`config.mk`:
```
export PLATFORM = sky130hd
export DESIGN_NAME = fifo_uart_tx
export DESIGN_NICKNAME = d
export VERILOG_FILES = /design/src/rtl/fifo_uart_tx.sv
export SDC_FILE = /design/constraint.sdc
export NUM_CORES = 1
export LEC_CHECK = 0
export ABC_AREA = 1
export CAP_MARGIN = 20
export CORE_UTILIZATION = 35
export DETAILED_ROUTE_END_ITERATION = 10
export PLACE_DENSITY = 0.56
export SLEW_MARGIN = 20
export SYNTH_ARGS = -nofsm -noshare
export SYNTH_HDL_FRONTEND = slang
export SYNTH_SLANG_ARGS = --single-unit
```
`constraint.sdc`:
```
create_clock -name clk -period 1.62 [get_ports clk]
set_input_delay 0.405 -clock clk [delete_from_list [all_inputs] [get_ports clk]]
set_output_delay 0.405 -clock clk [all_outputs]
set_load 0.02 [all_outputs]
```
`src/rtl/fifo_uart_tx.sv`:
```
// ---------------------------------------------------------------------------
// fifo_uart_tx
//   Pops bytes from an external first-word-fall-through FIFO and sends each
//   one as a UART 8N1 frame (start bit, 8 data bits LSB first, stop bit).
//   Each serial bit lasts SYMBOL_EDGE_TIME clock cycles. If another byte is
//   ready in the last stop cycle, the next frame follows with no idle gap.
//
// Ports
//   clk         system clock, rising edge
//   rst         asynchronous active-low reset
//   enable      permits new pops; a frame already started always completes
//   fifo_empty  FIFO empty flag
//   fifo_dout   FIFO read data, valid while fifo_rd_en is high
//   fifo_rd_en  single-cycle pop strobe (combinational)
//   serial_out  UART line, idles high (registered)
//   busy        high in every state except IDLE (registered)
//   bytes_sent  completed-frame counter, wraps at 16 bits
// ---------------------------------------------------------------------------
module fifo_uart_tx #(
    parameter int CLOCK_FREQ          = 125_000_000,
    parameter int BAUD_RATE           = 115_200,
    parameter int SYMBOL_EDGE_TIME    = CLOCK_FREQ / BAUD_RATE,
    parameter int CLOCK_COUNTER_WIDTH = $clog2(SYMBOL_EDGE_TIME)
) (
    input  logic        clk,
    input  logic        rst,
    input  logic        enable,
    input  logic        fifo_empty,
    input  logic [7:0]  fifo_dout,
    output logic        fifo_rd_en,
    output logic        serial_out,
    output logic        busy,
    output logic [15:0] bytes_sent
);

    typedef enum logic [1:0] {IDLE, START, DATA, STOP} state_t;

    localparam logic [CLOCK_COUNTER_WIDTH-1:0] LAST_TICK =
        CLOCK_COUNTER_WIDTH'(SYMBOL_EDGE_TIME - 1);

    state_t                         state_q;
    logic [CLOCK_COUNTER_WIDTH-1:0] cnt_q;
    logic [CLOCK_COUNTER_WIDTH-1:0] cnt_d;
    logic [2:0]                     bit_idx_q;
    logic [7:0]                     shift_q;
    logic                           serial_q;
    logic                           busy_q;
    logic [15:0]                    bytes_sent_q;
    logic                           last_tick;
    logic                           pop;

    assign last_tick = (cnt_q == LAST_TICK);
    // Counter restarts at every bit boundary.
    assign cnt_d     = last_tick ? '0 : cnt_q + 1'b1;

    // rst is part of the strobe so the FIFO never sees a pop while the block
    // is held in reset, even though the decode is purely combinational.
    assign pop = rst && enable && !fifo_empty &&
                 ((state_q == IDLE) || ((state_q == STOP) && last_tick));

    assign fifo_rd_en = pop;
    assign serial_out = serial_q;
    assign busy       = busy_q;
    assign bytes_sent = bytes_sent_q;

    // NOTE: all state in this block uses non-blocking assignments so every
    // register samples the pre-edge values; blocking here would create
    // order-dependent races between the counter, index and line registers.
    always_ff @(posedge clk or negedge rst) begin
        if (!rst) begin
            state_q      <= IDLE;
            cnt_q        <= '0;
            bit_idx_q    <= '0;
            shift_q      <= '0;
            serial_q     <= 1'b1;
            busy_q       <= 1'b0;
            bytes_sent_q <= '0;
        end else begin
            case (state_q)
                IDLE: begin
                    cnt_q     <= '0;
                    bit_idx_q <= '0;
                    if (pop) begin
                        shift_q  <= fifo_dout;
                        state_q  <= START;
                        serial_q <= 1'b0;
                        busy_q   <= 1'b1;
                    end
                end
                START: begin
                    cnt_q <= cnt_d;
                    if (last_tick) begin
                        state_q   <= DATA;
                        bit_idx_q <= '0;
                        serial_q  <= shift_q[0];
                    end
                end
                DATA: begin
                    cnt_q <= cnt_d;
                    if (last_tick) begin
                        if (bit_idx_q == 3'd7) begin
                            state_q  <= STOP;
                            serial_q <= 1'b1;
                        end else begin
                            bit_idx_q <= bit_idx_q + 3'd1;
                            serial_q  <= shift_q[bit_idx_q + 3'd1];
                        end
                    end
                end
                STOP: begin
                    cnt_q <= cnt_d;
                    if (last_tick) begin
                        bytes_sent_q <= bytes_sent_q + 16'd1;
                        if (pop) begin
                            // Back-to-back: straight into the next start bit.
                            shift_q  <= fifo_dout;
                            state_q  <= START;
                            serial_q <= 1'b0;
                        end else begin
                            state_q <= IDLE;
                            busy_q  <= 1'b0;
                        end
                    end
                end
                default: begin
                    state_q  <= IDLE;
                    serial_q <= 1'b1;
                    busy_q   <= 1'b0;
                end
            endcase
        end
    end

endmodule

```
==> summary.md, run 1 <==
| Metric | Value |
|---|---|
| Status | finished with violations |
| Failing checks | design-rule violations, negative setup slack |
| Crit-path max FO | 3 |
| Final Hold Violating Endpoints | 0 |
| Unique masters post-synth | 28 |
| Top post-synthesis cells by area | dfrtp_1 44%, nand2_1 14%, nand3_1 6.2%, inv_1 5.4%, ha_1 5.3% |
| Maximum buffer depth of the clock tree | 2 |
| Crit-path cells | inv_2 > ha_4 > inv_2 > a21oi_4 > nand2_4 > inv_2 > buf_6 |
| TritonCTS buffer count | 5 |
| Least-Margin Pin Slew | between 0.5 and 0.6 ns |
| Crit Path Class | reg2out |
| Fmax achieved | 0.5545 GHz |
| Number of global-route vias before repair | between 2,000 and 2,500 |
| Gate Count Post-Synth | around 300 |
| Design area | between 3000 and 4000 um2 |
| Slew Viols, Final | 0 |
| FP Rows | 29 |
| Maximum VDD drop | approximately 0.58 mV |
| Sequential area share after synthesis | about 45% |
| Initial DRC Count | 75 |
| Pwr Total | roughly 4.1 mW |
| Number of synthesized flops with an enable pin | 0 |
| H-tree lvl count | 2 |
| Fin crit period | 1.803 ns |
| CTS tree | yes |
| Clk_lat worst skew | roughly 0.29 ns |
| Min-Delay Path Class | in2async |
| Worst EP required | approximately 1.2 ns |
| Root Buffer Master | clkbuf_8 |
| Largest net degree at the start of global routing | 44 |
| Met1 usage | 22.23% |
| Vias after detailed routing | around 2,100 |
| Met2 Usage GRT | roughly a quarter |
| Slowest CP cell | dfrtp_1 |
| Setup TNS | -0.3538 ns |
| Max_slew headroom | between 60% and 70% |
| CP max stage delay | 0.41 ns |
| First-pass GRT wire length | between 9000 and 10,000 um |
| Clock slew at reported path FFs | about 0.090 ns |
| Grt total ovfl | 0 |
| Post-CTS Hold Buffers | 0 |
| Drt via density | ~4.6 |
| Post-synth top area share | 43.52% |
| Area Overhead vs Synth | 44.11% |
| DP Area | around 3000 um2 |
| Post-synth top cells | 88 x nand2_1, 41 x dfrtp_1, 34 x inv_1, 32 x nor2_1, 29 x nand3_1 |
| Die Width | between 80 and 90 um |
| Final WS setup | -0.1835 ns |
| Critical path startpoint | state_q[1] |
| Top_reg_cell synth | dfrtp_1 |
| Syn_nets | approximately 320 |
| Height of the die | roughly 84 um |
| Most frequent CP cell | inv_2 |
| Most common cell in the synthesized netlist | nand2_1 |
| Pwr Density | about 1200 nW/um2 |
| DRT antenna net count | 0 |
| Core area | roughly 6400 um2 |
| Die Footprint | a little over 7000 um2 |
| Ys Warns | 0 |
| Async SR Flop Fraction | between 90% and 100% |
| Clk_skew | ~0.008 ns |
| Final period util | 111.3% |
| Syn_area_per_cell | 7.806 um2 |
| Total GRT Usage | between 10% and 20% |
| Top-Level Pins | 31 |
| WP buf/inv | 4 |
| DRC viols | 4 |
| Total Wirelength | approximately 5300 um |
| Post-layout nets | slightly above 400 |
| Starting Density | roughly 37% |
| Unrepaired setup endpoints after global routing | yes |
| N_diodes | 0 |
| Critical Path AT | 1.40 ns |
| CP endpoint kind | output pin |
| Leakage power | about 1.6 nW |
| Flops & latches, synth | 42 |
| Final setup viols | 8 |
| Per-cell routed wire length | around 12 um |
| # port buffers | 30 |
| Core Util, Final | between 50% and 60% |
| Routability congestion estimate | 0.7837 |
| Share of cells above drive strength 1 | approximately 28% |
| Busiest grt layer | met2 |
| Met3 Use GR | between 2 and 3% |
| Initial antenna violation count | 0 |
| Clock sinks | 42 |
| Max-cap viol count | 0 |
| CP top delay family | flip-flops |
| Startpoint Class | flip-flop |
| Synthesized cell area | 2357 um2 |
| Initial DRT Pass Iterations | 7 |
| Final HPWL DP | about 3900 um |
| Largest area contributor in the netlist | dfrtp_1 |
| FF-to-FF Start | cnt_q[1] |
| Worst Hold Slack | 0.2352 ns |
-- area by class of cell --
| cell class | instances | area (um2) |
|---|---|---|
| repair buffers | 79 | 681.9 |
| multi-input cells | 221 | 1326 |
| inverters | 35 | 131.4 |
| clock buffers | 5 | 68.82 |
| fillers | 621 | 3025 |
| clock inverters | 3 | 40.04 |
| flip-flops and latches | 42 | 1052 |
| well taps | 77 | 96.34 |
-- what timing repair did --
item / in CTS / in global routing
cloned: 1 / 0
buffers inserted: 5 / 7
pin swaps: 12 / 17
resized for setup: 50 / 40
endpoints found under the setup margin: 41 / 34
-- cell families (layout without fill, tap and decap cells) --
group	count (synthesis)	count (layout)	synth area share, %
and+or+nand+nor	173	173	32.59
buffers and inverters	39	122	6.687
adders and majority gates	10	10	5.308
xor gates and xnor gates	16	16	5.945
AOI/OAI and AO/OA	22	22	4.830
DFF	42	42	44.64
-- metrics by stage --
stage                     worst slack [ns]  cells
final                              -0.1835    462
after floorplan                  0.0006699    302
after global placement             -0.8079    444
after CTS                          -0.2412    458
after global routing               -0.2470    462
after detailed placement           -0.8205    444
-- registers in the layout, indices dropped and copies added, names as in the netlist --
| name | flops |
|---|---|
| bit_idx_q | 3 |
| busy | 1 |
| bytes_sent | 16 |
| cnt_q | 11 |
| serial_out | 1 |
| shift_q | 8 |
| state_q | 2 |
-- cells in the final DEF (no fill, tap or decap), drive strengths merged --
cell type       n
inv            35
nand3          30
xor2            8
ha             10
dfrtp          41
xnor2           8
and2            1
nor2           36
a21oi           6
clkbuf          5
dlymetal6s2s    1
nand3b          1
nor3            8
dfstp           1
buf            51
a31oi           1
o21ai          14
nand2          92
o211ai          1
nor4            1
nand4           3
dlygate4sd2    19
nor3b           1
clkinv          2
clkdlybuf4s50   8
bufinv          1
-- where the power goes --
part / switching, mW / internal, mW / leakage (nW)
clock network: 0.381 / 0.454 / 0.0579
logic: 0.990 / 0.963 / 1.02
registers: 0.112 / 1.24 / 0.561
total: 1.48 / 2.65 / 1.63
-- per-layer routing --
| metal | wire length, um | up-vias | share of wire, % |
|---|---|---|---|
| li1 | - | 1119 | - |
| met1 | 2711 | 967 | 51 |
| met2 | 2434 | 31 | 46 |
| met3 | 135 | 6 | 2.5 |
| met4 | 59 | 0 | 1.1 |
| met5 | 0 | - | 0 |
-- worst paths after layout --
kind                                  to  slack [ns]  cells past startpoint
hold / removal                shift_q[4]        0.24                      2
hold reg to reg               serial_out        0.47                      2
setup reg to reg           bytes_sent[4]       -0.05                     11
setup / recovery              fifo_rd_en       -0.18                      7
min in group clk              serial_out        0.47                      2
max in group asynchronous     serial_out        1.00                      2
Power figures use the tool's default switching activity.
==> run 2: changes to the inputs <==
--- a/config.mk
+++ b/config.mk
@@ -8,6 +8,7 @@
 export ABC_AREA = 1
 export CAP_MARGIN = 20
 export CORE_UTILIZATION = 35
+export CTS_CLUSTER_DIAMETER = 40
 export DETAILED_ROUTE_END_ITERATION = 10
 export PLACE_DENSITY = 0.56
 export SLEW_MARGIN = 20
==> results of run 2 <==
Same layout as run 1: the final DEF is identical, and so are final timing and power.
